$ cat config.mk
export PLATFORM = sky130hd
export DESIGN_NAME = bin2bcd_seq_flat
export DESIGN_NICKNAME = d
export VERILOG_FILES = /design/src/rtl/bin2bcd_pkg.sv /design/src/rtl/bin2bcd_seq_if.sv /design/src/rtl/bcd_digit_adj.sv /design/src/rtl/bin2bcd_seq.sv /design/src/flat_wrapper.sv
export SDC_FILE = /design/constraint.sdc
export NUM_CORES = 1
export LEC_CHECK = 0
export BUFFER_PORTS_ARGS = -buffer_cell sky130_fd_sc_hd__buf_2
export CORE_MARGIN = 4
export CORE_UTILIZATION = 55
export CTS_CLUSTER_SIZE = 40
export DETAILED_ROUTE_END_ITERATION = 16
export GPL_TIMING_DRIVEN = 1
export PLACE_DENSITY = 0.77
export SLEW_MARGIN = 20
export SYNTH_ARGS = -nofsm -noshare
export SYNTH_HDL_FRONTEND = slang
export SYNTH_HIERARCHICAL = 1
export SYNTH_SLANG_ARGS = --single-unit
export TNS_END_PERCENT = 100
$ cat constraint.sdc
create_clock -name clk -period 1.7 [get_ports clk]
set_clock_uncertainty 0.05 [all_clocks]
set_input_delay 0.51 -clock clk [delete_from_list [all_inputs] [get_ports clk]]
set_output_delay 0.51 -clock clk [all_outputs]
set_load 0.02 [all_outputs]
$ cat src/rtl/bin2bcd_pkg.sv
// bin2bcd_pkg: shared state encoding and BCD digit-adjust constants for bin2bcd_seq
package bin2bcd_pkg;
  typedef enum logic {IDLE, SHIFT} state_t;
  localparam int BCD_DIGIT_W = 4;
  localparam int BCD_ADJ_THRESH = 5;
  localparam int BCD_ADJ_ADD = 3;
endpackage

$ cat src/rtl/bin2bcd_seq_if.sv
// bin2bcd_seq_if: start/valid conversion handshake; ovf member present only with BIN2BCD_OVF_EN
interface bin2bcd_seq_if
  import bin2bcd_pkg::*;
#(parameter int WIDTH = 6, parameter int DIGITS = 2);
  logic start;
  logic [WIDTH-1:0] in;
  logic ready;
  logic valid;
  logic [BCD_DIGIT_W*DIGITS-1:0] bcd;
`ifdef BIN2BCD_OVF_EN
  logic ovf;
  modport master (output start, in, input ready, valid, bcd, ovf);
  modport slave (input start, in, output ready, valid, bcd, ovf);
`else
  modport master (output start, in, input ready, valid, bcd);
  modport slave (input start, in, output ready, valid, bcd);
`endif
endinterface

$ cat src/rtl/bcd_digit_adj.sv
// bcd_digit_adj: combinational double-dabble cell, adds 3 to a BCD digit of 5 or more
module bcd_digit_adj
  import bin2bcd_pkg::*;
(
  input  logic [BCD_DIGIT_W-1:0] d,
  output logic [BCD_DIGIT_W-1:0] q
);
  assign q = (d >= BCD_DIGIT_W'(BCD_ADJ_THRESH)) ? d + BCD_DIGIT_W'(BCD_ADJ_ADD) : d;
endmodule

$ cat src/rtl/bin2bcd_seq.sv
// bin2bcd_seq: iterative double-dabble binary-to-BCD, one iteration per clock; saturation via BIN2BCD_OVF_EN
module bin2bcd_seq
  import bin2bcd_pkg::*;
#(
  parameter int WIDTH = 6,
  parameter int DIGITS = 2
) (
  input logic clk,
  input logic rst_n,
  bin2bcd_seq_if.slave bus
);
  localparam int BW = BCD_DIGIT_W * DIGITS;
  localparam int SW = BW + WIDTH;
  localparam int CW = $clog2(WIDTH + 1);
  state_t state, state_nx;
  logic [CW-1:0] cnt;
  logic [SW-1:0] sr, sr_nx;
  logic [BW-1:0] adj, bcd_q;
  logic valid_q, accept, done;
  for (genvar g = 0; g < DIGITS; g++) begin : g_adj
    bcd_digit_adj u_adj (.d(sr[WIDTH+BCD_DIGIT_W*g +: BCD_DIGIT_W]), .q(adj[BCD_DIGIT_W*g +: BCD_DIGIT_W]));
  end
  assign sr_nx = {adj, sr[WIDTH-1:0]} << 1;
  assign accept = state == IDLE && bus.start;
  assign done = state == SHIFT && cnt == CW'(1);
  assign bus.ready = state == IDLE;
  assign bus.valid = valid_q;
  assign bus.bcd = bcd_q;
  // next state: leave IDLE on start, return once the last iteration completes
  always_comb begin
    state_nx = (state == IDLE) ? (bus.start ? SHIFT : IDLE) : (done ? IDLE : SHIFT);
  end
  // state register
  always_ff @(posedge clk or negedge rst_n) begin
    if (!rst_n) state <= IDLE;
    else state <= state_nx;
  end
`ifdef BIN2BCD_OVF_EN
  localparam logic [31:0] MAXV = 32'(10 ** DIGITS - 1);
  logic ovf_pending, ovf_q;
  assign bus.ovf = ovf_q;
  // capture out-of-range at acceptance; publish saturation flag alongside valid
  always_ff @(posedge clk or negedge rst_n) begin
    if (!rst_n) begin
      ovf_pending <= 1'b0;
      ovf_q <= 1'b0;
    end else begin
      if (accept) ovf_pending <= 32'(bus.in) > MAXV;
      if (done) ovf_q <= ovf_pending;
    end
  end
`else
  localparam logic ovf_pending = 1'b0;
`endif
  // datapath: load operand, iterate adjust+shift, publish result on the final iteration
  always_ff @(posedge clk or negedge rst_n) begin
    if (!rst_n) begin
      cnt <= '0;
      sr <= '0;
      valid_q <= 1'b0;
      bcd_q <= '0;
    end else begin
      valid_q <= done;
      if (accept) begin
        sr <= {{BW{1'b0}}, bus.in};
        cnt <= CW'(WIDTH);
      end else if (state == SHIFT) begin
        sr <= sr_nx;
        cnt <= cnt - CW'(1);
      end
      if (done) bcd_q <= ovf_pending ? {DIGITS{4'h9}} : sr_nx[SW-1 -: BW];
    end
  end
endmodule

$ cat src/flat_wrapper.sv
// flat-port wrapper written by rule: the top's interface ports become plain ports
module bin2bcd_seq_flat import bin2bcd_pkg::*;
#(
  parameter int WIDTH = 6,
  parameter int DIGITS = 2
)
  (clk, rst_n, bus_start, bus_in, bus_ready, bus_valid, bus_bcd);
  bin2bcd_seq_if #(.WIDTH(WIDTH), .DIGITS(DIGITS)) bus_i ();
  input logic clk;
  input logic rst_n;
  input wire logic [$bits(bus_i.start)-1:0] bus_start;
  input wire logic [$bits(bus_i.in)-1:0] bus_in;
  output wire logic [$bits(bus_i.ready)-1:0] bus_ready;
  output wire logic [$bits(bus_i.valid)-1:0] bus_valid;
  output wire logic [$bits(bus_i.bcd)-1:0] bus_bcd;
  assign bus_i.start = bus_start;
  assign bus_i.in = bus_in;
  assign bus_ready = bus_i.ready;
  assign bus_valid = bus_i.valid;
  assign bus_bcd = bus_i.bcd;
  bin2bcd_seq #(.WIDTH(WIDTH), .DIGITS(DIGITS)) u_core (.clk(clk), .rst_n(rst_n), .bus(bus_i));
endmodule
# --- Word-level counts from Yosys, hierarchy flattened ---
# Cells that the tools add are included.
# Widths: inputs -> output; s select.
word_totals:
  reg_bits: 27
  input_bits: 9
  output_inout_bits: 10
  wordCells: 24
classes:
  add_sub_neg: 3
  order_cmp: 2
  n_eq_ne: 1
  n_mux: 9
  bitwise_logic: 1
  reduce_logical: 3
ops:
  columns: ["op", "count"]
  rows:
  - ["$mux 14", 2]
  - ["$mux 3", 3]
  - ["$ge 4x3->1 const B", 2]
  - ["$add 4x2->4 const B", 1]
  - ["$mux 4", 1]
  - ["$add 3x2->3 const B", 1]
  - ["$eq 3x1->1 const B", 1]
  - ["$mux 1", 3]
  - ["$sub 3x1->3 const B", 1]
  - ["$logic_and 1x1->1", 2]
  - ["$reduce_bool 2->1", 1]
  - ["$not 1->1", 1]

# --- Logic depth before layout (Yosys ltp) ---
# Gate-level depths: netlist of the first run.
depth:
  word_depth: 4
  ltp_mapped: 6
  depth_no_buf: 6

# --- Modules after synthesis ---
# Netlist of the first run, hierarchy kept.
modules_own_cells:
  columns: ["mod", "instances", "cells_per_inst", "area_each_um2", "seq_area_each_um2"]
  rows:
  - ["bin2bcd_seq", 1, 79, 1088.5, 675.6]
  - ["bcd_digit_adj", 2, 16, 101.3, 0.0]

# --- Least setup slack after synthesis of the first run ---
# No wires, ideal clock.
synth_path:
  path_kind: "reg-to-reg"
  from: "reg u_core.sr[6]"
  to: "reg u_core.bcd_q[2], in the netlist u_core/bus.bcd[2]"
  setup_time_ps: 125
  t_arrival_ps: 1280
  path_slack_ps: 245
  path_stages_with_launch: 6
  n_path_buf: 0
  period_less_slack_ps: 1455
  path_cell_list: "dfrtp_1 ha_1 nand2b_1 a21oi_2 mux2i_1 mux2_2"
synth_via:
  elab_chain_len: 2
  elab_cells_between_ends: 3
  classes_between: "add/sub (1); order compare (1); mux (1)"
synth_rtl:
  columns: ["item", "line_no", "text"]
  rows:
  - ["start, declared", "bin2bcd_seq.sv:17", "logic [SW-1:0] sr, sr_nx;"]
  - ["start signal, assigned", "bin2bcd_seq.sv:65", "sr <= {{BW{1'b0}}, bus.in};"]
  - ["start signal, assigned", "bin2bcd_seq.sv:68", "sr <= sr_nx;"]
  - ["$add 4x2->4 or $ge 4x3->1 (tied branches)", "bcd_digit_adj.sv:8", "assign q = (d >= BCD_DIGIT_W'(BCD_ADJ_THRESH)) ? d + BCD_DIGIT_W'(BCD_ADJ_ADD) : d;"]
  - ["$mux 4 *", "bcd_digit_adj.sv:8", null]
  - ["net u_core.adj[1]", "bin2bcd_seq.sv:18", "logic [BW-1:0] adj, bcd_q;"]
  - ["end signal, assigned", "bin2bcd_seq.sv:71", "if (done) bcd_q <= ovf_pending ? {DIGITS{4'h9}} : sr_nx[SW-1 -: BW];"]
  - ["end, declared", "bin2bcd_seq.sv:18", null]
# Mark *: on every way through the listed nets, which the timed path passes. The rest lies on a longest branch.
# A chain may end at the register's enable or synchronous reset.

# --- Worst setup path in the final report of the first run ---
# Same ends and word-level chain as after synthesis.

==> results of run 1 <==
-- metrics by stage --
step                      instances  power [mW]  hold WS (ps)  setup WS (ps)  util [%]
final                           158        2.85           120           90.0      65.0
after floorplan                 107        2.21           164            245         -
after global placement          151        2.45           412            219      62.5
after CTS                       155        2.80           128           55.3      63.8
after detailed placement        151        2.52           424            125      62.5
after global routing            158        3.08           150          0.245      65.0
-- worst max path at each step --
| stage | startpoint | to | slack (ps) |
|---|---|---|---|
| 3_5_place_dp | u_core/sr[6] | u_core/bus.bcd[2] | 130 |
| 6_report | u_core/sr[6] | u_core/bus.bcd[2] | 90 |
| 3_3_place_gp | u_core/sr[6] | u_core/bus.bcd[2] | 220 |
| 5_1_grt | u_core/sr[7] | u_core/bus.bcd[2] | 0.2 |
| 4_1_cts | u_core/state | bus_ready | 60 |
| 2_1_floorplan | u_core/sr[6] | u_core/bus.bcd[2] | 250 |
-- layout make-up --
class | instances | area, um^2
well taps | 28 | 35.0
multi-input cells | 67 | 533
fillers | 190 | 774
clock inverters | 1 | 5.00
flip-flops and latches | 27 | 677
repair buffers | 24 | 135
inverters | 8 | 30.0
clock buffers | 3 | 22.5
-- power by group through the flow --
stage               registers (mW)  logic (mW)  clock network [mW]
detailed placement            1.18        1.34                   0
finish                        1.13        1.44               0.271
global placement              1.15        1.29                   0
floorplan                     1.21       0.999                   0
CTS                           1.16        1.35               0.285
global route                  1.18        1.59               0.316
-- metal layers --
metal | track usage (%) | routed length [um]
met1 | 18.4 | 995
met2 | 24.2 | 1040
met3 | 2.09 | 58
met4 | 7.12 | 41
met5 | 0 | 0
-- sequential cells by signal, summed over array words and instances, names as in the netlist --
signal            count
u_core/cnt            3
u_core/state          1
u_core/bus.valid      1
u_core/sr            14
u_core/bus.bcd        8
-- layout by cell type (no fill, tap or decap), types with 2 or more instances in the layout --
cell type	count
dfrtp_1	26
buf_2	18
nand2_1	12
mux2_2	8
a22o_1	8
inv_1	7
mux2i_1	7
o21ai_0	6
ha_1	6
buf_4	6
nor2_1	5
clkbuf_4	3
xnor2_1	3
nand2b_1	3
a21oi_2	2
-- repair_timing --
| action | in CTS | in global routing |
|---|---|---|
| pin swaps | 0 | 0 |
| endpoints found under the setup margin | 1 | 2 |
| resized for setup | 1 | 1 |
| setup buffers | 0 | 3 |
==> flow_summary.ini, run 1 <==
[global_routing]
grt_max_degree = 28
grt_pass1_vias = 824
antenna_found_initial = 0
grt_remaining_overflow = 0
grtUsageTotal_pct = 14.6
grt_pass1_wl_um = 3610

[sta]
worst_pin_slew_ps = 584
hold_viol = 0
min_period_ps = 1610
post-route-period-util_pct = 94.7
slew-limit-headroom_pct = 61.1
final-setup-viol-count = 0
setup_tns_ps = 0
fmax_mhz = 621
rsz0062_at_grt = false
drv_slew = 0

[critical_path]
ff2ff_path_depth = 5
critPathKind = reg2reg
cp.required_ps = 1920
timing.rr.start = u_core/sr[6]
path_depth = 5
worst_r2r_endpoint = u_core/bus.bcd[2]
crit_slowest_cell = dfrtp_1
ff2ff_setup_slack_ps = 90
critical-path-max-stage-delay_ps = 450
worstPathArrival_ps = 1830
crit_family = flip-flops
crit_fanout = 5
start_kind = flop
worstPathCellList = ha_1 > nand2b_1 > a21oi_2 > mux2i_2 > mux2_2
cp_num_buf_inv = 0
end_kind = flop

[hold_path]
min-delay-path-class = in2async

[route]
ant_nets = 0
dr.pass1.iters = 4
wl_per_cell_um = 13.5
route.detailed.drc = 0
first_iter_violations = 16
viasPerCell = 5.24
drt-total-wl_um = 2140
num_vias = 828

[power_and_ir_drop]
p_clk_share_pct = 9.5
leakagePower_nw = 0.742
intPower_mw = 1.74
power_density_mw_per_mm2 = 1980
seqPwrFrac_pct = 39.8
netSwitchingPower_mw = 1.11
vdd_drop_max_uv = 1010
swShare_pct = 38.9
combPwrFrac_pct = 50.7

[place]
place_congestion = 0.717
numPortBuffers = 18
dp_hpwl_um = 1530
postPlaceCellArea_mm2 = 0.00138

[clock_network]
htreeDepth = 1
clk_pin_slew_ps = 130
cts_root_buf = clkbuf_4
cts.hold.buffers_added = 0
insertion_delay_ps = 320
cts_max_path_buffers = 2
cts_tree = built
clkSinkCount = 27
cts_buffers = 3

[synth]
synth_fp_nets = 122
syn_area_mm2 = 0.00127
syn-mean-instance-area_um2 = 11.9
syn_inst = 107
synth_warnings = 6

[final_layout]
final_nets = 146
area_growth_pct = 13.1
drive_above_1_share_pct = 33.1
final_area_mm2 = 0.00144
diodes = 0

[die]
die_y_um = 56.1
pin_count = 19
core_area_mm2 = 0.00221
dieArea_mm2 = 0.00314
dieWidth_um = 56.1
rows = 17
initial_core_util_pct = 57.5

[status]
status = finished, final reports clean

[job]
maxCapViolations = 0
Power figures use the tool's default switching activity.
==> run 2: changes to the inputs <==
Settings changed: ABC_AREA set to 1, GPL_TIMING_DRIVEN 1 to unset.
==> flow_summary.ini, run 2 <==
[sta]
slew-limit-headroom_pct = 60.9
drv_slew = 0
worst_pin_slew_ps = 587
post-route-period-util_pct = 96.2
min_period_ps = 1640
setup_tns_ps = 0
fmax_mhz = 612
hold_viol = 0
final-setup-viol-count = 0
rsz0062_at_grt = false
hold_slack_ps = 108

[critical_path]
cp.required_ps = 1140
crit_fanout = 9
worstPathArrival_ps = 1080
critPathKind = reg2out
start_kind = flop
end_kind = primary output

[power_and_ir_drop]
vdd_drop_max_uv = 1250
leakagePower_nw = 0.823
power_mw = 2.93
power_density_mw_per_mm2 = 1960

[route]
ant_nets = 0
num_vias = 1065
drt-total-wl_um = 2550
first_iter_violations = 20
wl_per_cell_um = 12.0
viasPerCell = 5.02
dr.pass1.iters = 4
route.detailed.drc = 0

[synth]
syn_area_mm2 = 0.00135
syn_inst = 164
synth_fp_nets = 179
syn-mean-instance-area_um2 = 8.21
synth_warnings = 6

[place]
postPlaceCellArea_mm2 = 0.00146
numPortBuffers = 18
place_congestion = 0.806
dp_hpwl_um = 1880

[clock_network]
clkSinkCount = 27
cts_buffers = 3
cts_root_buf = clkbuf_4
cts_resized = 0
post_cts_buffers = 0
insertion_delay_ps = 330
htreeDepth = 1
clk_pin_slew_ps = 150
cts.hold.buffers_added = 0
cts_max_path_buffers = 2
cts_tree = built

[die]
initial_core_util_pct = 59.2
dieWidth_um = 57.5
rows = 17
dieArea_mm2 = 0.00330
core_area_mm2 = 0.00228
die_y_um = 57.5
pin_count = 19

[final_layout]
final_cell_mix = nand2_1 (78), dfrtp_1 (27), buf_2 (18)
final_nets = 200
area_growth_pct = 10.8
drive_above_1_share_pct = 21.2
top_register = u_core/sr
largest_reg_flops = 14
final_common_cell = nand2_1
diodes = 0
final_area_mm2 = 0.00149

[global_routing]
grt_pass1_vias = 1046
grt_max_degree = 28
grt_pass1_wl_um = 4360
grtUsageTotal_pct = 16.6
antenna_found_initial = 0
grt_remaining_overflow = 0

[hold_path]
min-delay-path-class = in2async

[status]
status = finished, final reports clean

[job]
maxCapViolations = 0
-- run 2: final timing paths --
check / startpoint / to / slack, ps / cells past startpoint
max reg2reg: u_core/sr[6] / u_core/sr[8] / 290 / 8
max: u_core/state / bus_ready / 60 / 2
min reg2reg: u_core/bus.bcd[3] / u_core/bus.bcd[3] / 450 / 2
min in group clk: bus_in[0] / u_core/sr[0] / 360 / 3
min: rst_n / u_core/sr[10] / 110 / 1
max in group asynchronous: rst_n / u_core/cnt[1] / 1100 / 1
-- run 2: routing by layer --
| layer | wire length, um | vias to the layer above | GRT usage (%) |
|---|---|---|---|
| met5 | 0 | - | 0 |
| met4 | 14 | 0 | 5.96 |
| met3 | 126 | 2 | 2.04 |
| met2 | 1270 | 20 | 29.7 |
| met1 | 1140 | 501 | 20.3 |
| li1 | - | 542 | - |
-- run 2: stage by stage --
| step | util (%) | cells | worst slack [ps] |
|---|---|---|---|
| after CTS | 65.5 | 212 | 63.0 |
| after global placement | 64.3 | 208 | 356 |
| final | 65.5 | 212 | 64.8 |
| after global routing | 65.5 | 212 | 8.98 |
| after detailed placement | 64.3 | 208 | 313 |
| after floorplan | - | 164 | 436 |
-- run 2: layout make-up --
type	instances	area, um^2
inverter	12	45.0
clock inverter	1	5.00
multi-input combinational	121	603
fill	203	785
sequential	27	676
timing repair buffer	20	105
tap	28	35.0
clock buffer	3	22.5
-- run 2: critical path, stage by stage, from the launching register on --
cell and delay (ps):
dfrtp_1 430, inv_2 130, buf_2 180
-- run 2: power by group --
| part | switching (mW) | internal (mW) | leakage (nW) |
|---|---|---|---|
| registers | 0.202 | 0.924 | 0.342 |
| clock network | 0.193 | 0.0882 | 0.0177 |
| logic | 0.976 | 0.547 | 0.463 |
| total | 1.37 | 1.56 | 0.823 |
==> run 3: changes to the inputs <==
Settings changed: PLACE_DENSITY 0.77 to 0.84, REMOVE_ABC_BUFFERS set to 1.
==> flow_summary.ini, run 3 (synthesis results as in run 2) <==
[critical_path]
critPathKind = reg2out
crit_fanout = 9
crit_slowest_cell = dfrtp_2
critical-path-max-stage-delay_ps = 490
crit_family = flip-flops
worstPathCellList = inv_4 > buf_2
start_kind = flop
cp.required_ps = 1140
end_kind = primary output
cp_num_buf_inv = 2
worstPathArrival_ps = 1070

[clock_network]
cts_root_buf = clkbuf_4
clk_pin_slew_ps = 130
cts_tree = built
cts.hold.buffers_added = 0
insertion_delay_ps = 300
htreeDepth = 1
clkSinkCount = 27
cts_max_path_buffers = 2
cts_buffers = 3

[route]
dr.pass1.iters = 4
viasPerCell = 5.27
num_vias = 1128
first_iter_violations = 32
drt-total-wl_um = 2520
wl_per_cell_um = 11.8
route.detailed.drc = 0
ant_nets = 0

[die]
dieArea_mm2 = 0.00330
pin_count = 19
die_y_um = 57.5
rows = 17
initial_core_util_pct = 59.2
core_area_mm2 = 0.00228
dieWidth_um = 57.5

[sta]
setup_tns_ps = 0
post-route-period-util_pct = 95.8
rsz0062_at_grt = false
hold_viol = 0
final-setup-viol-count = 0
min_period_ps = 1630
worst_pin_slew_ps = 570
slew-limit-headroom_pct = 62.0
drv_slew = 0
fmax_mhz = 614

[global_routing]
grt_pass1_vias = 1009
grt_pass1_wl_um = 4260
grtUsageTotal_pct = 16.1
antenna_found_initial = 0
grt_remaining_overflow = 0
grt_max_degree = 28

[final_layout]
drive_above_1_share_pct = 22.0
final_nets = 202
diodes = 0
final_area_mm2 = 0.00151
largest_reg_flops = 14
regArea_um2 = 677
fillers = 199
top_register = u_core/sr
final_cell_mix = nand2_1 (78), dfrtp_1 (26), buf_2 (18)
multiInputGateArea_um2 = 603
final_common_cell = nand2_1
area_growth_pct = 12.1

[place]
numPortBuffers = 18
place_congestion = 0.752
dp_hpwl_um = 1920
postPlaceCellArea_mm2 = 0.00146

[status]
status = finished, final reports clean

[power_and_ir_drop]
vdd_drop_max_uv = 1040
power_density_mw_per_mm2 = 1970
leakagePower_nw = 0.828

[job]
maxCapViolations = 0

[hold_path]
min-delay-path-class = in2async
-- run 3: cell types whose count changed in the layout (fill, tap and decap cells not counted), sizes merged --
cell    previous run  this run
clkbuf             3         4
clkinv             1         0
buf               20        22
-- run 3: report_power, final --
group,switching [mW],total (mW),leakage [nW],internal (mW)
registers,0.220,1.15,0.341,0.927
logic,0.985,1.56,0.472,0.579
clock network,0.172,0.263,0.0150,0.0914
-- run 3: cell type report --
type,instances,share of cell area [%]
well taps,28,2.32
flip-flops and latches,27,44.9
multi-input cells,121,40.0
repair buffers,22,7.96
clock buffers,4,1.74
inverters,12,3.15
-- run 3: worst paths after layout --
kind	depth (start not counted)	end	startpoint	slack, ps
max in group asynchronous	1	u_core/state	rst_n	1070
worst min register to register	2	u_core/sr[0]	u_core/sr[0]	440
worst max-delay path	2	bus_ready	u_core/state	70
worst min-delay path	1	u_core/sr[8]	rst_n	120
min in group clk	3	u_core/sr[0]	bus_in[0]	370
worst max register to register	4	u_core/cnt[1]	u_core/state	270
-- run 3: stage by stage --
stage	hold WS, ps	power [mW]	std cells	setup slack (ps)	utilization (%)
after floorplan	164	2.25	160	291	-
after global placement	409	2.58	208	342	64.3
after detailed placement	412	2.68	208	313	64.3
after CTS	145	2.94	212	12.2	65.5
after global routing	149	3.23	214	2.84	66.3
final	125	2.97	214	70.8	66.3
-- run 3: what timing repair did --
item	in CTS	in global routing
gates resized for setup	1	1
pin swaps	0	0
setup endpoints to repair	1	1
buffers inserted	0	2
-- run 3: layer usage --
metal | routed length [um] | up-vias | part of all wire, % | track usage (%)
li1 | - | 546 | - | -
met1 | 1060 | 541 | 42 | 20.2
met2 | 1290 | 37 | 51 | 28.9
met3 | 151 | 4 | 6.0 | 2.94
met4 | 18 | 0 | 0.71 | 2.98
met5 | 0 | - | 0 | 0
